[config.mk]
export PLATFORM = sky130hd
export DESIGN_NAME = mem_access_ctrl
export DESIGN_NICKNAME = d
export VERILOG_FILES = /design/src/rtl/mem_access_ctrl.sv
export SDC_FILE = /design/constraint.sdc
export NUM_CORES = 1
export LEC_CHECK = 0
export CAP_MARGIN = 30
export CORE_MARGIN = 2
export CORE_UTILIZATION = 25
export CTS_CLUSTER_DIAMETER = 150
export DETAILED_ROUTE_END_ITERATION = 16
export GPL_ROUTABILITY_DRIVEN = 0
export GPL_TIMING_DRIVEN = 0
export PLACE_DENSITY = 0.62
export SYNTH_ARGS = -nofsm -noshare
export SYNTH_HDL_FRONTEND = slang
export SYNTH_SLANG_ARGS = --single-unit
[constraint.sdc]
create_clock -name CLK -period 2.7 [get_ports CLK]
set_clock_uncertainty 0.1 [all_clocks]
set_input_delay 0.81 -clock CLK [delete_from_list [all_inputs] [get_ports CLK]]
set_output_delay 0.81 -clock CLK [all_outputs]
set_load 0.005 [all_outputs]
[src/rtl/mem_access_ctrl.sv]
// Data-memory access sequencer for the MEM stage of a pipelined core.
// Each load/store pending in the EX/MEM register becomes one memory transaction.
// The pipeline is stalled until the memory acknowledges or the wait times out.
// Misaligned accesses and timeouts raise a sticky error flag.
module mem_access_ctrl #(
  parameter int WIDTH   = 32,
  parameter int TIMEOUT = 255
) (
  input  logic             CLK,
  input  logic             CLR,
  input  logic             MEM_WRITE_M,
  input  logic             MEM_TO_REG_M,
  input  logic [WIDTH-1:0] ALU_OUT_M,
  input  logic [WIDTH-1:0] WRITE_DATA_M,
  output logic             MEM_REQ,
  output logic             MEM_WE,
  output logic [WIDTH-1:0] MEM_ADDR,
  output logic [WIDTH-1:0] MEM_WDATA,
  input  logic [WIDTH-1:0] MEM_RDATA,
  input  logic             MEM_ACK,
  output logic             STALL,
  output logic [WIDTH-1:0] READ_DATA_M,
  output logic             MEM_ERR
);

  // The wait counter only ever reaches TIMEOUT-1.
  localparam int CW = (TIMEOUT > 1) ? $clog2(TIMEOUT) : 1;

  typedef enum logic [1:0] {
    S_IDLE = 2'd0,
    S_REQ  = 2'd1,
    S_DONE = 2'd2
  } state_t;

  state_t           state_q, state_d;
  logic [CW-1:0]    cnt_q,   cnt_d;
  logic             req_q,   req_d;
  logic             we_q,    we_d;
  logic [WIDTH-1:0] addr_q,  addr_d;
  logic [WIDTH-1:0] wdata_q, wdata_d;
  logic [WIDTH-1:0] rdata_q, rdata_d;
  logic             err_q,   err_d;
  logic             stall_c;

  logic pending;
  logic aligned;

  assign pending = MEM_WRITE_M | MEM_TO_REG_M;
  assign aligned = (ALU_OUT_M[1:0] == 2'b00);

  // Next-state, next-register and combinational stall logic.
  always_comb begin
    // NOTE: every signal written here gets a default first, so no path can infer a latch.
    state_d = state_q;
    cnt_d   = cnt_q;
    req_d   = req_q;
    we_d    = we_q;
    addr_d  = addr_q;
    wdata_d = wdata_q;
    rdata_d = rdata_q;
    err_d   = err_q;
    stall_c = 1'b0;

    unique case (state_q)
      S_IDLE: begin
        if (pending) begin
          if (aligned) begin
            // Accept the access; a store wins when both flags are set.
            state_d = S_REQ;
            cnt_d   = '0;
            req_d   = 1'b1;
            we_d    = MEM_WRITE_M;
            addr_d  = ALU_OUT_M;
            wdata_d = WRITE_DATA_M;
            stall_c = 1'b1;
          end else begin
            // Misaligned: flag it and let the instruction pass without a request.
            err_d = 1'b1;
          end
        end
      end

      S_REQ: begin
        stall_c = 1'b1;
        if (MEM_ACK) begin
          // Acknowledge takes priority over a coincident timeout.
          state_d = S_DONE;
          cnt_d   = '0;
          req_d   = 1'b0;
          we_d    = 1'b0;
          if (!we_q) rdata_d = MEM_RDATA;
        end else if (cnt_q == CW'(TIMEOUT - 1)) begin
          state_d = S_DONE;
          cnt_d   = '0;
          req_d   = 1'b0;
          we_d    = 1'b0;
          err_d   = 1'b1;
          if (!we_q) rdata_d = '0;
        end else begin
          cnt_d = cnt_q + CW'(1);
        end
      end

      S_DONE: begin
        // One unstalled cycle lets the pipeline advance past this instruction.
        state_d = S_IDLE;
      end

      default: begin
        state_d = S_IDLE;
      end
    endcase

    // Reset must never hold the pipeline frozen.
    if (CLR) stall_c = 1'b0;
  end

  // State and output registers with synchronous clear.
  always_ff @(posedge CLK) begin
    // NOTE: sequential state uses non-blocking assignments so all registers update together.
    if (CLR) begin
      state_q <= S_IDLE;
      cnt_q   <= '0;
      req_q   <= 1'b0;
      we_q    <= 1'b0;
      addr_q  <= '0;
      wdata_q <= '0;
      rdata_q <= '0;
      err_q   <= 1'b0;
    end else begin
      state_q <= state_d;
      cnt_q   <= cnt_d;
      req_q   <= req_d;
      we_q    <= we_d;
      addr_q  <= addr_d;
      wdata_q <= wdata_d;
      rdata_q <= rdata_d;
      err_q   <= err_d;
    end
  end

  assign MEM_REQ     = req_q;
  assign MEM_WE      = we_q;
  assign MEM_ADDR    = addr_q;
  assign MEM_WDATA   = wdata_q;
  assign READ_DATA_M = rdata_q;
  assign MEM_ERR     = err_q;
  assign STALL       = stall_c;

endmodule

==> summary.md, run 1 <==
| Metric | Value |
|---|---|
| Crit Path Max Fanout | 3 |
| Main combinational cell family by area after synthesis | simple AND/OR/NAND/NOR gates |
| Filler cells | 1,636 |
| Synth warn | 0 |
| Seq cells post-synth | 109 |
| Hold wc startpoint | MEM_ADDR[21]$_SDFFE_PP0P_ |
| Synth Area in Adders | 0.629% |
| Pleak | 0.00228 uW |
| Unrepaired setup endpoints after global routing | false |
| Synth Cell Area | 0.00398 mm2 |
| Starting density of the core | 25.3% |
| Pin count of the biggest net entering global routing | 18 |
| Clock Pin Slew Worst Setup and Hold Paths | 70 ps |
| DR vias | 4,047 |
| Chip width | 130 um |
| Vias in the first global route | 3,905 |
| Pins Over Slew Limit | 0 |
| Total power | 3520 uW |
| Critical path type | in -> out |
| Crit start category | input pin |
| Compound-Gate Fraction of Synth Area | 19.5% |
| Synth Area in XOR/XNOR | 0% |
| Util after Layout | 42.0% |
| Nets | 807 |
| WHS | 353 ps |
| Pwr dens | 533 mW/mm2 |
| Fmax | 387 MHz |
| Post-Syn Area per Cell | 8.13 um2 |
| Status | finished, final reports clean |
| Final Hold Viols | 0 |
| Core Area | 0.0157 mm2 |
| CTS tree | yes |
| Htree depth | 3 |
| Die area | 0.0170 mm2 |
| Routed Antenna Nets | 0 |
| CTS Hold Buffers Added | 0 |
| Critical Path AT | 1670 ps |
| Launching point of the worst reg2reg path | cnt_q[0]$_SDFFE_PP0P_ |
| HP Class | reg -> reg |
| Clock Tree Buf Depth | 2 |
| Io pins | 201 |
| TritonCTS Sinks | 109 |
| Global Route Usage Sum | 15.4% |
| Grt total ovfl | 0 |
| Hold depth | 2 |
| Post-place setup slack | -989 ps |
| Required @ worst endpoint | 1790 ps |
| Synth Net Count | 593 |
| Max VDD drop | 0.000467 V |
| Synth unique cells | 30 |
| Via density | 4.38 |
| Initial drt markers | 160 |
| Clk_lat worst skew | 350 ps |
| Die Height | 130 um |
| First-pass GRT wire length | 20,200 um |
| DRC Markers | 0 |
| Worst-Margin Slew | 575 ps |
| Hold EP | MEM_ADDR[21]$_SDFFE_PP0P_ |
| P&R area growth vs syn | 65.6% |
| Fin crit share | 95.7% |
| Dominant cells by area after synthesis | dfxtp_1 55%, nand2_1 15%, a21oi_1 13% |
| Register area share after synthesis | 54.8% |
| Clock root cell | clkbuf_16 |
| Synth Area in Simple Gates | 20.3% |
| Rel. slew slack | 61.7% |
| WL/cell | 13.9 um |
| First-pass DRT Iterations | 4 |
| Max Cap Viol | 0 |
| Fraction of layout cells with a size suffix above 1 | 6.35% |
| Mux share of post-synthesis cell area | 0% |
| R2R depth | 7 |
| DP HPWL | 9400 um |
| Setup Viol. Count Final | 0 |
| Final WS setup | 115 ps |
| Minimum clock period | 2580 ps |
| Drt total wl | 12,800 um |
| Non-Filler Instances | 925 |
| Number of CTS-inserted buffers | 9 |
| Synth area leader | dfxtp_1 |
| R2R setup slack | 730 ps |
| Crit. End Element | primary output |
| Synth top area share | 54.8% |
| # diodes | 0 |
| Site Rows | 46 |
| Port Buffers | 200 |
| R2r endpoint | READ_DATA_M[26]$_SDFFE_PP0P_ |
| Mapped Cells | 490 |
| Initial antenna violation count | 0 |
| Inst Count DP | 906 |
-- sequential cells by signal (all words and copies together) (netlist names) --
| register | flops |
|---|---|
| MEM_ADDR | 32 |
| MEM_ERR | 1 |
| MEM_REQ | 1 |
| MEM_WDATA | 32 |
| MEM_WE | 1 |
| READ_DATA_M | 32 |
| cnt_q | 8 |
| state_q | 2 |
-- critical path: stages --
cell           delay [ps]
dlygate4sd2_1         230
or2_4                 260
a21oi_4               160
nor3_1                 60
buf_2                 150
-- Yosys cell counts --
library cell and instances:
nand2b_4 1, nor2_8 1, buf_1 1, o31ai_1 3, nand4b_1 3, and3_1 3, dfxtp_1 109, buf_2 11
nor3_1 3, o211ai_1 1, nor4_1 1, inv_1 3, nor2_1 4, o21ai_0 38, a21oi_1 106, a211oi_1 1
or4_1 4, nand3_1 2, ha_1 2, nand2_1 158, clkbuf_2 3, nand2b_1 1, o211ai_2 1, clkbuf_1 18
or3_1 5, buf_6 3, or2_1 1, nand4_1 1, o21a_1 1, or3b_4 1
-- power by group --
group	internal [uW]	switching, uW	total [uW]
Clock	744	613	1360
Sequential	1660	28.5	1690
Combinational	275	194	469
Total	2680	836	3520
-- cell usage in the layout, fill, tap and decap left out, types with 4 or more instances in the layout --
master / count
clkdlybuf4s50_1: 194
nand2_1: 158
dfxtp_1: 109
a21oi_1: 105
o21ai_0: 38
clkbuf_1: 17
buf_2: 11
clkbuf_16: 9
or3_1: 5
buf_4: 5
or4_1: 4
dlygate4sd2_1: 4
-- metrics by stage --
step                      area, um2  setup TNS (ps)
final                          6590               0
after global routing           6590               0
after CTS                      6600               0
after detailed placement       6250           -1510
after global placement         6250           -1420
after floorplan                3980               0
-- kinds of logic after synthesis --
group,after synthesis
adder cells (fa/ha/maj),2
flip-flops,109
AND/OR/NAND/NOR,189
AO/OA/AOI/OAI,151
buffers and inverters,39
-- layer usage --
metal  track usage [%]  part of all wire (%)  up-vias
met5                 0                     0        -
met4              5.82                   2.2        0
met3              6.72                   9.8       18
met2              25.4                    47      137
met1              17.7                    41     1820
li1                  -                     -     2072
-- repair_timing --
item                                    in CTS  in global routing
endpoints found under the setup margin       1                  1
buffers inserted                             4                  1
gates resized for setup                     17                  0
gates cloned                                 0                  0
pin swaps                                    3                  2
-- how the worst max path moves through the flow --
stage                     cells after the start    end          from  slack, ps
final                                         5  STALL  MEM_TO_REG_M        120
after global routing                          5  STALL  MEM_TO_REG_M         50
after global placement                        6  STALL   MEM_WRITE_M       -980
after detailed placement                      6  STALL   MEM_WRITE_M       -990
after floorplan                               4  STALL  MEM_TO_REG_M        180
after CTS                                     6  STALL  MEM_TO_REG_M         40
-- cell type report --
class                   instances  area (um2)  area share, %
inverters                       3        11.3          0.171
well taps                     216         270           4.10
plain buffers                  34         166           2.52
clock inverters                 6        61.3          0.930
clock buffers                  10         239           3.62
multi-input cells             342        1630           24.8
flip-flops and latches        109        2180           33.1
repair buffers                205        2030           30.8
Note: power is estimated with default switching activity, not from simulation.
==> inputs of run 2 (changes only) <==
==> constraint.sdc (replaced) <==
create_clock -name CLK -period 2.7 [get_ports CLK]
set_clock_uncertainty 0.1 [all_clocks]
set_input_delay 0.81 -clock CLK [delete_from_list [all_inputs] [get_ports CLK]]
set_output_delay 0.81 -clock CLK [all_outputs]
set_load 0.02 [all_outputs]
==> summary.md, run 2 (synthesized netlist as in run 1, its figures left out) <==
| Metric | Value |
|---|---|
| DR vias | 4,060 (was 4,047) |
| TritonCTS Sinks | 109 (unchanged) |
| Crit-path max cell delay | 260 ps (about the same) |
| WL/cell | 13.8 um (was 13.9 um) |
| Critical Path AT | 1690 ps (was 1670 ps) |
| Worst path cell trace | dlygate4sd2_1 > or2_4 > a21oi_4 > nor3_2 > buf_4 (was dlygate4sd2_1 > or2_4 > a21oi_4 > nor3_1 > buf_2) |
| Pin count of the biggest net entering global routing | 18 (unchanged) |
| CTS Hold Buffers Added | 0 (unchanged) |
| Critical path's slowest cell | or2_4 (unchanged) |
| Via density | 4.39 (was 4.38) |
| Initial drt markers | 158 (was 160) |
| P&R area growth vs syn | 65.6% (unchanged) |
| Status | finished, final reports clean (unchanged) |
| Fmax | 384 MHz (was 387 MHz) |
| Vias in the first global route | 3,905 (unchanged) |
| Grt total ovfl | 0 (unchanged) |
| Starting density of the core | 25.3% (unchanged) |
| Initial antenna violation count | 0 (unchanged) |
| Critical path type | in -> out (unchanged) |
| First-pass DRT Iterations | 4 (unchanged) |
| Most common cell after layout, fill and taps aside | clkdlybuf4s50_1 (unchanged) |
| Grt met1 use | 17.7% (unchanged) |
| Commonest non-fill, non-tap cells in the layout | 194 x clkdlybuf4s50_1, 158 x nand2_1, 109 x dfxtp_1, 105 x a21oi_1, 38 x o21ai_0 (unchanged) |
| Global Route Usage Sum | 15.4% (unchanged) |
| DP Area | 0.00625 mm2 (unchanged) |
| Final Hold Viols | 0 (unchanged) |
| Die area | 0.0170 mm2 (unchanged) |
| # diodes | 0 (unchanged) |
| Number of CTS-inserted buffers | 9 (unchanged) |
| Pwr dens | 543 mW/mm2 (was 533 mW/mm2) |
| CTS tree | yes (unchanged) |
| Site Rows | 46 (unchanged) |
| DRC Markers | 0 (unchanged) |
| Unrepaired setup endpoints after global routing | false (unchanged) |
| Setup TNS | 0 ps (unchanged) |
| Setup Viol. Count Final | 0 (unchanged) |
| Clock root cell | clkbuf_16 (unchanged) |
| Fraction of layout cells with a size suffix above 1 | 6.36% (was 6.35%) |
| Pleak | 0.00227 uW (was 0.00228 uW) |
| Die Height | 130 um (unchanged) |
| Max VDD drop | 0.000471 V (was 0.000467 V) |
| Routed Antenna Nets | 0 (unchanged) |
| Fin crit share | 96.3% (was 95.7%) |
| Chip width | 130 um (unchanged) |
| Crit. End Element | primary output (unchanged) |
| Nets | 806 (was 807) |
| First-pass GRT wire length | 20,200 um (unchanged) |
| Crit Path Max Fanout | 3 (unchanged) |
| Clock Tree Buf Depth | 2 (unchanged) |
| Minimum clock period | 2600 ps (was 2580 ps) |
| HP Class | reg -> reg (unchanged) |
| Required @ worst endpoint | 1790 ps (about the same) |
| Io pins | 201 (unchanged) |
| Clock Pin Slew Worst Setup and Hold Paths | 70 ps (about the same) |
| Pins Over Slew Limit | 0 (unchanged) |
| Worst-Margin Slew | 575 ps (about the same) |
| Drt total wl | 12,800 um (about the same) |
| DP HPWL | 9400 um (unchanged) |
| Core Area | 0.0157 mm2 (unchanged) |
| Rel. slew slack | 61.7% (about the same) |
| GR Util met2 | 25.4% (unchanged) |
| Post-route cell area | 0.00659 mm2 (unchanged) |
| Most Used Layer, Global Route | met2 (unchanged) |
| Clk_lat worst skew | 350 ps (about the same) |
| Max Cap Viol | 0 (unchanged) |
| Htree depth | 3 (unchanged) |
| Met3 Use GR | 6.72% (unchanged) |
| Crit start category | input pin (unchanged) |
| Port Buffers | 200 (unchanged) |
run 2: final timing paths:
path,from,to,slack (ps),cells past startpoint
min reg2reg,MEM_ADDR[21]$_SDFFE_PP0P_,MEM_ADDR[21]$_SDFFE_PP0P_,350,2
max reg2reg,cnt_q[0]$_SDFFE_PP0P_,READ_DATA_M[26]$_SDFFE_PP0P_,710,7
min,MEM_ADDR[21]$_SDFFE_PP0P_,MEM_ADDR[21]$_SDFFE_PP0P_,350,2
max,MEM_TO_REG_M,STALL,100,5
run 2: worst max-delay path, delay by kind of cell:
kind,cells,cell delay (ps)
AND/OR/NAND/NOR,2,310
AO/OA/AOI/OAI,1,170
buffers and inverters,2,400
run 2: metal layers:
metal,wire length (um),vias up
met4,286,0
li1,-,2071
met5,0,-
met3,1220,18
met1,5200,1831
met2,6080,140
run 2: final cells by class:
type,count,area (um2)
sequential,109,2180
timing repair buffer,204,2020
buffer,34,166
fill,1637,9120
multi-input combinational,342,1640
inverter,3,11.3
tap,216,270
clock inverter,6,61.3
clock buffer,10,239
run 2: timing repair:
action	4_1_cts	5_1_grt
endpoints found under the setup margin	1	1
pin swaps	3	3
buffers inserted	4	0
gates resized for setup	19	1
run 2: power breakdown:
part | leakage (uW) | internal (uW) | total, uW | switching [uW]
Clock | 0.000149 | 744 | 1360 | 611
Combinational | 0.00124 | 276 | 531 | 255
Sequential | 0.000885 | 1660 | 1690 | 28.5
run 2: stage by stage:
stage	cells	power [uW]	setup WS [ps]	utilization (%)	hold WS (ps)
2_1_floorplan	490	1940	30.2	-	352
3_3_place_gp	906	2260	-1070	39.8	342
3_5_place_dp	906	2260	-1080	39.8	346
4_1_cts	925	3650	11.3	42.0	355
5_1_grt	924	3740	32.9	42.0	370
6_report	924	3580	98.6	42.0	353
==> inputs of run 3 (changes only) <==
--- a/config.mk
+++ b/config.mk
@@ -13,6 +13,8 @@
 export GPL_ROUTABILITY_DRIVEN = 0
 export GPL_TIMING_DRIVEN = 0
 export PLACE_DENSITY = 0.62
+export SETUP_SLACK_MARGIN = 0.4
+export SLEW_MARGIN = 20
 export SYNTH_ARGS = -nofsm -noshare
 export SYNTH_HDL_FRONTEND = slang
 export SYNTH_SLANG_ARGS = --single-unit
==> summary.md, run 3 (synthesized netlist as in run 1, its figures left out) <==
| Metric | Value |
|---|---|
| Status | finished, final reports clean (unchanged) |
| Unrepaired setup endpoints after global routing | true (was false) |
| Int Pwr | 2650 uW (was 2680 uW) |
| P&R area growth vs syn | 66.6% (was 65.6%) |
| Die area | 0.0170 mm2 (unchanged) |
| Worst-Margin Slew | 598 ps (was 575 ps) |
| DR vias | 4,027 (was 4,060) |
| Initial antenna violation count | 0 (unchanged) |
| Worst setup endpoint | STALL (unchanged) |
| Launching point of the worst reg2reg path | cnt_q[0]$_SDFFE_PP0P_ (unchanged) |
| Critical path type | in -> out (unchanged) |
| Global Route Usage Sum | 15.4% (about the same) |
| Fmax | 402 MHz (was 384 MHz) |
| Die Height | 130 um (unchanged) |
| Vias in the first global route | 3,885 (was 3,905) |
| Total power | 3520 uW (was 3580 uW) |
| Seq. cell area | 0.00218 mm2 (unchanged) |
| First-pass GRT wire length | 20,200 um (about the same) |
| Max Cap Viol | 0 (unchanged) |
| Htree depth | 3 (unchanged) |
| CTS Hold Buffers Added | 0 (unchanged) |
| CP most frequent cell | buf_6 |
| Crit start category | input pin (unchanged) |
| WHS | 352 ps (was 353 ps) |
| Setup Viol. Count Final | 0 (unchanged) |
| Crit-path max cell delay | 260 ps (about the same) |
| Via density | 4.34 (was 4.39) |
| Sw power | 874 uW (was 895 uW) |
| Sequential share of power | 48.1% (was 47.3%) |
| Site Rows | 46 (unchanged) |
| R2R depth | 7 (unchanged) |
| DRC Markers | 0 (unchanged) |
| Switching share of power | 24.8% (was 25.0%) |
| Pwr dens | 531 mW/mm2 (was 543 mW/mm2) |
| Critical path's slowest cell | or2_4 (unchanged) |
| Clock Tree Buf Depth | 2 (unchanged) |
| Pleak | 0.00231 uW (was 0.00227 uW) |
| Io pins | 201 (unchanged) |
| Grt total ovfl | 0 (unchanged) |
| Starting density of the core | 25.3% (unchanged) |
| TritonCTS Sinks | 109 (unchanged) |
| Drt total wl | 12,900 um (was 12,800 um) |
| Crit Path Max Fanout | 2 (was 3) |
| Commonest non-fill, non-tap cells in the layout | 193 x clkdlybuf4s50_1, 158 x nand2_1, 109 x dfxtp_1, 105 x a21oi_1, 38 x o21ai_0 (was 194 x clkdlybuf4s50_1, 158 x nand2_1, 109 x dfxtp_1, 105 x a21oi_1, 38 x o21ai_0) |
| Crit. End Element | primary output (unchanged) |
| Fraction of layout cells with a size suffix above 1 | 7.87% (was 6.36%) |
| Core Area | 0.0157 mm2 (unchanged) |
| Critical path launch point | MEM_WRITE_M (was MEM_TO_REG_M) |
| Worst path cell trace | buf_6 > or2_4 > a21oi_4 > buf_6 > nor3_4 > buf_6 (was dlygate4sd2_1 > or2_4 > a21oi_4 > nor3_2 > buf_4) |
| Port Buffers | 200 (unchanged) |
| Pin count of the biggest net entering global routing | 16 (was 18) |
| Final Hold Viols | 0 (unchanged) |
| Logic pwr share | 15.4% (was 14.8%) |
| Chip width | 130 um (unchanged) |
| Initial drt markers | 128 (was 158) |
| Clock Pin Slew Worst Setup and Hold Paths | 70 ps (about the same) |
| Area of the multi-input gates | 0.00165 mm2 (was 0.00164 mm2) |
| DP HPWL | 9500 um (was 9400 um) |
| Clock root cell | clkbuf_16 (unchanged) |
| Clk pwr share | 36.5% (was 37.9%) |
| Pins Over Slew Limit | 0 (unchanged) |
| Post-place setup slack | -739 ps (was -1080 ps) |
| R2r endpoint | READ_DATA_M[26]$_SDFFE_PP0P_ (unchanged) |
| Fin crit share | 92.2% (was 96.3%) |
| Final WS setup | 209 ps (was 98.6 ps) |
| # diodes | 0 (unchanged) |
| Routed Antenna Nets | 0 (unchanged) |
| Rel. slew slack | 60.1% (was 61.7%) |
| Number of CTS-inserted buffers | 9 (unchanged) |
| First-pass DRT Iterations | 4 (unchanged) |
| R2R setup slack | 980 ps (was 710 ps) |
| Critical Path AT | 1580 ps (was 1690 ps) |
| Filler cells | 1,597 (was 1,637) |
| Nets | 811 (was 806) |
| Clk_lat worst skew | 350 ps (about the same) |
| CTS tree | yes (unchanged) |
| Required @ worst endpoint | 1790 ps (about the same) |
| WL/cell | 13.9 um (was 13.8 um) |
| Minimum clock period | 2490 ps (was 2600 ps) |
| Max VDD drop | 0.000249 V (was 0.000471 V) |
| HP Class | reg -> reg (unchanged) |
| Most common cell after layout, fill and taps aside | clkdlybuf4s50_1 (unchanged) |
| Util after Layout | 42.2% (was 42.0%) |
==> run 3: cell count changes in the layout (fill, tap and decap cells not counted), sizes merged <==
| cell | previous run | this run |
|---|---|---|
| clkdlybuf4s50 | 194 | 193 |
| bufinv | 1 | 0 |
| clkinv | 3 | 1 |
| clkdlybuf4s15 | 1 | 0 |
| buf | 19 | 27 |
| clkbuf | 30 | 35 |
| clkinvlp | 1 | 0 |
| dlygate4sd2 | 4 | 2 |
| inv | 4 | 3 |
==> run 3: worst min-delay path by stage <==
stage                     depth (start not counted)                      start                        end  slack [ps]
after floorplan                                   2      cnt_q[7]$_SDFFE_PP0P_      cnt_q[7]$_SDFFE_PP0P_         350
after global placement                            2  MEM_ADDR[31]$_SDFFE_PP0P_  MEM_ADDR[31]$_SDFFE_PP0P_         340
after detailed placement                          2  MEM_ADDR[18]$_SDFFE_PP0P_  MEM_ADDR[18]$_SDFFE_PP0P_         350
after CTS                                         2  MEM_ADDR[18]$_SDFFE_PP0P_  MEM_ADDR[18]$_SDFFE_PP0P_         360
after global routing                              2   MEM_ADDR[3]$_SDFFE_PP0P_   MEM_ADDR[3]$_SDFFE_PP0P_         370
final                                             2  MEM_ADDR[27]$_SDFFE_PP0P_  MEM_ADDR[27]$_SDFFE_PP0P_         350
==> run 3: metal layers <==
layer / routed length, um / global-route usage (%) / up-vias
met4: 297 / 6.45 / 0
met3: 971 / 5.17 / 19
met5: 0 / 0 / -
li1: - / - / 2072
met2: 6040 / 24.5 / 118
met1: 5630 / 19.0 / 1818
==> run 3: power groups by stage <==
stage                     clock, uW  combinational [uW]  sequential, uW
final                          1280                 543            1690
after global placement            0                 538            1730
after floorplan                   0                 155            1790
after CTS                      1340                 551            1690
after global routing           1400                 592            1700
after detailed placement          0                 537            1730
==> run 3: timing repair <==
action | CTS | global route
hold endpoints to repair | 0 | 0
pin swaps | 4 | 2
resized for setup | 31 | 6
buffers inserted | 7 | 0
gates cloned | 0 | 0
endpoints found under the setup margin | 23 | 26
==> run 3: area by class of cell <==
| type | count | area share [%] |
|---|---|---|
| Timing Repair Buffer | 207 | 30.8 |
| Clock buffer | 14 | 4.13 |
| Inverter | 3 | 0.170 |
| Buffer | 36 | 2.96 |
| Multi-Input combinational cell | 342 | 24.8 |
| Clock inverter | 1 | 0.0755 |
| Tap cell | 216 | 4.08 |
| Sequential cell | 109 | 32.9 |
==> run 3: worst max-delay path, delay by kind of cell <==
family | cells | cell delay [ps]
AOI/OAI and AO/OA | 1 | 140
buffers and inverters | 3 | 340
and+or+nand+nor | 2 | 290
==> run 3: stage by stage <==
stage	area (um2)	TNS, ps	instances
2_1_floorplan	4020	0	490
3_3_place_gp	6290	-832	906
3_5_place_dp	6290	-1120	906
4_1_cts	6630	0	928
5_1_grt	6630	0	928
6_report	6630	0	928
==> edit 1: new RTL, config.mk and constraints of run 2 <==
`TIMEOUT`: 255 -> 510.
--- a/src/rtl/mem_access_ctrl.sv
+++ b/src/rtl/mem_access_ctrl.sv
@@ -5,5 +5,5 @@
 module mem_access_ctrl #(
   parameter int WIDTH   = 32,
-  parameter int TIMEOUT = 255
+  parameter int TIMEOUT = 510
 ) (
   input  logic             CLK,
Check against the original RTL: same outputs for any inputs over 4 cycles, from zero or initial values; that may be too few to reach the edited logic, so the function may still have changed.
==> edit 1 against run 2 <==
- wire length increased by 2.2%
- via count up 2.3%
- non-clock buffer count up 3
- area after synthesis grew 1.6%
- sequential share of layout area is essentially flat
- synthesized cell count up 1.8%
- final area is 1.0% higher
- combinational power increased by 0.9%
- worst setup slack got worse by 73 ps
- total power is 0.13% lower
- sequential cell count increased by 1
- largest cell class unchanged
- highest routed layer unchanged
- die area increased by 1.5%
==> edit 1: results (changes against run 2) <==
Routing
  • Met3 WL: 1240 µm (+1.1%)
  • Met2 routed wirelength: 5840 µm (-4.1%)
  • Total number of vias: 4,152 (+2.3%)
  • Iter 0 DRT Violations: 142 (-10%)
  • Metal-1 WL: 5800 µm (+12%)

Global route
  • Vias in the first global route: 3,983 (+2.0%)
  • First-pass GRT wire length: 21,000 µm (+3.7%)
  • GR Layer Usage met2: 23.5% (-1.9 points)
  • Largest net degree at the start of global routing: 18 (unchanged)
  • Met3 usage: 6.44% (-0.28 points)
  • Gr usage total: 15.1% (-0.26 points)

Pwr
  • Logic gate share of total power: 15.0% (+0.2 points)
  • Worst VDD drop: 0.320 mV (-32%)
  • P_comb: 0.536 mW (+0.9%)
  • Int Pwr: 2.68 mW (-0.14%)
  • PD cells: 536 mW/mm² (-1.1%)
  • Leakage: 2.28 nW (about the same)

Layout
  • ClkCell Share: 4.40% (-0.16 points)
  • Layout sequential cell count: 110 (+0.92%)
  • Multi-input combinational area share: 25.1% (+0.26 points)
  • Non-filler cells, final: 935 (+1.2%)
  • # clk buffers: 11 (+1)
  • Final nets: 817 (+1.4%)
  • Fill count: 1,656 (+1.2%)
  • Non-CTS buffers: 241 (+1.3%)
  • Share of cells above drive strength 1: 6.54% (+0.18 points)
  • Seq area share: 33.1% (about the same)

Synth
  • Synth Area in XOR/XNOR: 0% (unchanged)
  • Sequential area share after synthesis: 54.5% (-0.35 points)
  • Top post-synthesis cells by area: dfxtp_1, nand2_1, a21oi_1, o21ai_1, buf_2
  • Yosys cell types: 32 (+6.7%)
  • Mapped Cells: 499 (+1.8%)
  • Syn nets: 602 (+1.5%)
  • Synthesized area: 0.00404 mm² (+1.6%)
  • Adder-Cell Fraction of Synth Area: 0.619% (-0.0097 points)
  • Compound-gate portion of the synthesized area: 19.9% (+0.35 points)
  • Synth top cells by count: nand2_1, dfxtp_1, a21oi_1

Outcome
  • Status: finished clean

STA
  • WHS: 353 ps (-0.0320 ps)
  • FMAX: 374 MHz (-2.7%)
  • Slew margin rel.: 58.9% (-2.8 points)

Setup path
  • Data arrival time of the worst path: 1760 ps (+70 ps)
  • Delay-heaviest family, CP: buffers and inverters
  • Worst Path Max Fanout: 2 (-1)
  • CP peak stage delay: 240 ps (-20 ps)

Clock tree
  • Clk_lat worst skew: 350 ps (about the same)
  • Clock buffer depth: 2 (unchanged)
  • CTS Buf Count: 9 (unchanged)

Place
  • Buffers on Ports: 199 (-0.50%)
  • DP Worst Slack: -988 ps (+88.4 ps)
  • Post-DP Area: 0.00631 mm² (+0.84%)
-- edit 1: cell types whose count changed in the layout (fill, tap and decap cells not counted), moves of 2 or more --
cell,before,now
clkinv_4,0,2
or3_1,5,2
o31ai_1,3,5
nand4_1,1,3
o21ai_0,38,7
clkbuf_2,3,1
clkinv_2,3,1
o21ai_1,0,31
buf_2,10,14
nand2b_1,1,3
or2_1,0,2
-- edit 1: final timing paths --
| kind | from | to |
|---|---|---|
| worst max-delay path | MEM_TO_REG_M | STALL |
| worst min register to register | MEM_WDATA[11]$_SDFFE_PP0P_ | MEM_WDATA[11]$_SDFFE_PP0P_ |
| worst min-delay path | MEM_WDATA[11]$_SDFFE_PP0P_ | MEM_WDATA[11]$_SDFFE_PP0P_ |
| worst max register to register | cnt_q[1]$_SDFFE_PP0P_ | READ_DATA_M[8]$_SDFFE_PP0P_ |
==> edit 2: new RTL, flow settings as in run 2 <==
Without the edit above. Put one more register stage on the output `MEM_ERR`, without a reset. The value now appears one clock later. The other outputs are not delayed to match.
--- a/src/rtl/mem_access_ctrl.sv
+++ b/src/rtl/mem_access_ctrl.sv
@@ -145,5 +145,7 @@
   assign MEM_WDATA   = wdata_q;
   assign READ_DATA_M = rdata_q;
-  assign MEM_ERR     = err_q;
+  always_ff @(posedge CLK) begin
+    MEM_ERR <= err_q;
+  end
   assign STALL       = stall_c;
 
Behaviour: not the same (Yosys sat finds a counterexample within 4 cycles, from zero or initial values).
==> edit 2 against run 2 <==
- area after synthesis rose by 0.50%
- worst setup slack got worse by 41 ps
- wire length rose by 0.66%
- global-route usage decreased by 0.56 points
- non-clock buffer count rose by 1
- total power up 3.1%
- synthesized cell count up 0.20%
- sequential cell count up 1
- highest routed layer unchanged
- final area increased by 0.87%
==> edit 2: results (changes against run 2) <==
Routing
  • Iter 0 DRT Violations: 136 (-14%)
  • Via density: 4.38 (-0.34%)
  • Drt wl/cell: 13.9 µm (+0.45%)
  • DR pass1 iterations: 4 (unchanged)

STA
  • FMAX: 378 MHz (-1.6%)
  • Worst-margin pin slew: 614 ps (+39.0 ps)

Setup path
  • Reg-to-reg slack, setup: 740 ps (+30 ps)
  • Critical Path Sink: STALL
  • Data arrival time of the worst path: 1730 ps (+40 ps)
  • Worst r2r path cells: 7 (unchanged)
  • Worst Path Max Fanout: 2 (-1)
  • Critical R2R Launch: cnt_q[0]$_SDFFE_PP0P_
  • R2r endpoint: READ_DATA_M[25]$_SDFFE_PP0P_
  • CP Launch Point: MEM_TO_REG_M

Clock tree
  • Htree depth: 3 (unchanged)
  • CTS Buf Count: 9 (unchanged)
  • Root buf cell: clkbuf_16
  • Clock buffer depth: 2 (unchanged)
  • Clock transition at the registers of the reported paths: 80 ps
  • Clk_lat worst skew: 360 ps

Global route
  • Vias in the first global route: 3,876 (-0.74%)
  • Grt total ovfl: 0 (unchanged)
  • First-pass GRT wire length: 19,500 µm (-3.6%)
  • Largest net degree at the start of global routing: 18 (unchanged)
  • Initial antenna violation count: 0 (unchanged)
  • Gr usage total: 14.9% (-0.56 points)

Pwr
  • Leakage: 2.29 nW (+0.49%)
  • Worst VDD drop: 0.319 mV (-32%)

Synth
  • Synth top cells by count: nand2_1, dfxtp_1, a21oi_1
  • Async S/R FF share, synth: 0% (unchanged)
  • Sequential area share after synthesis: 55.0% (+0.23 points)
  • Yosys cell types: 30 (unchanged)
  • Top post-synthesis cells by area: dfxtp_1, nand2_1, a21oi_1, o21ai_0, clkbuf_1
  • Dominant synthesized flop cell: dfxtp_1
  • Syn nets: 594 (+0.17%)
  • Yosys top cell area share: 55.0% (+0.23 points)
  • YS warnings: 0 (unchanged)

Place
  • Buffers on Ports: 200 (unchanged)
  • Post-DP HPWL: 9370 µm (-0.32%)
  • DP Worst Slack: -1080 ps (-0.290 ps)

Layout
  • Final nets: 808 (+0.25%)
  • Antenna Cells: 0 (unchanged)
  • Fill count: 1,629 (-0.49%)
  • Share of cells above drive strength 1: 6.20% (-0.16 points)

Min path
  • Hold Path Stages: 0 (-2)
  • Worst hold-check path type: flip-flop to flip-flop

Outcome
  • Status: finished clean
-- edit 2: changes by cell type in the layout (fill, tap and decap cells not counted) --
cell	change
clkinvlp_4	+1
buf_4	-1
nor3_4	+1
clkinv_4	+1
clkbuf_1	+2
dfxtp_1	+1
clkbuf_8	-1
nor3_2	-1
bufinv_16	+1
clkinv_2	-3
buf_6	+2
inv_6	-1
-- edit 2: worst min path at each step --
stage                       to                from
3_5_place_dp   MEM_ERR$_DFF_P_  err_q$_SDFFE_PP0P_
4_1_cts        MEM_ERR$_DFF_P_  err_q$_SDFFE_PP0P_
2_1_floorplan  MEM_ERR$_DFF_P_  err_q$_SDFFE_PP0P_
5_1_grt        MEM_ERR$_DFF_P_  err_q$_SDFFE_PP0P_
6_report       MEM_ERR$_DFF_P_  err_q$_SDFFE_PP0P_
3_3_place_gp   MEM_ERR$_DFF_P_  err_q$_SDFFE_PP0P_
-- edit 2: stage by stage --
stage | cells | area, µm² | TNS (ps) | hold WS, ps | power, mW
after floorplan | 491 | 4000 | 0 | 232 | 1.96
after global placement | 907 | 6270 | -1430 | 247 | 2.28
after detailed placement | 907 | 6270 | -1140 | 247 | 2.28
after CTS | 925 | 6640 | 0 | 271 | 3.75
after global routing | 926 | 6650 | 0 | 286 | 3.85
final | 926 | 6650 | 0 | 267 | 3.69
-- edit 2: area by class of cell --
class	instances	area, µm²	share of cell area (%)
Sequential cell	110	2200	33.1
Timing Repair Buffer	204	2030	30.5
Multi-Input combinational cell	342	1650	24.7
Tap cell	216	270	4.06
Clock buffer	11	233	3.50
Buffer	35	178	2.67
Clock inverter	5	83.8	1.26
Inverter	3	11.3	0.169
-- edit 2: timing repair --
action / CTS / global route
gates resized for setup: 22 / 0
endpoints found under the setup margin: 1 / 1
buffers inserted: 3 / 1
gates cloned: 0 / 0
pin swaps: 3 / 2
-- edit 2: cells by family (layout without fill, tap and decap cells) --
kind of cell | after synthesis | in the layout | share of synthesized area, %
AOI/OAI and AO/OA | 151 | 151 | 19.4
adders and majority gates | 2 | 2 | 0.625
DFF | 110 | 110 | 55.0
buffers and inverters | 39 | 258 | 4.66
and+or+nand+nor | 189 | 189 | 20.2
-- edit 2: report_power, final --
part           internal [mW]  total [mW]  switching (mW)  leakage, nW
Combinational          0.279       0.537           0.258         1.25
Clock                  0.817        1.44           0.627        0.146
Sequential              1.68        1.71          0.0287        0.894
Total                   2.77        3.69           0.913         2.29
-- edit 2: per-layer routing --
metal | up-vias | track usage [%] | wire length (µm)
li1 | 2073 | - | -
met1 | 1835 | 16.9 | 5400
met2 | 131 | 25.0 | 6110
met3 | 16 | 6.35 | 1140
met4 | 0 | 5.38 | 228
met5 | - | 0 | 0
-- edit 2: critical path: stages --
cell           delay, ps
dlygate4sd2_1        230
or2_4                240
a21oi_4              140
buf_6                120
nor3_4                40
buf_6                150
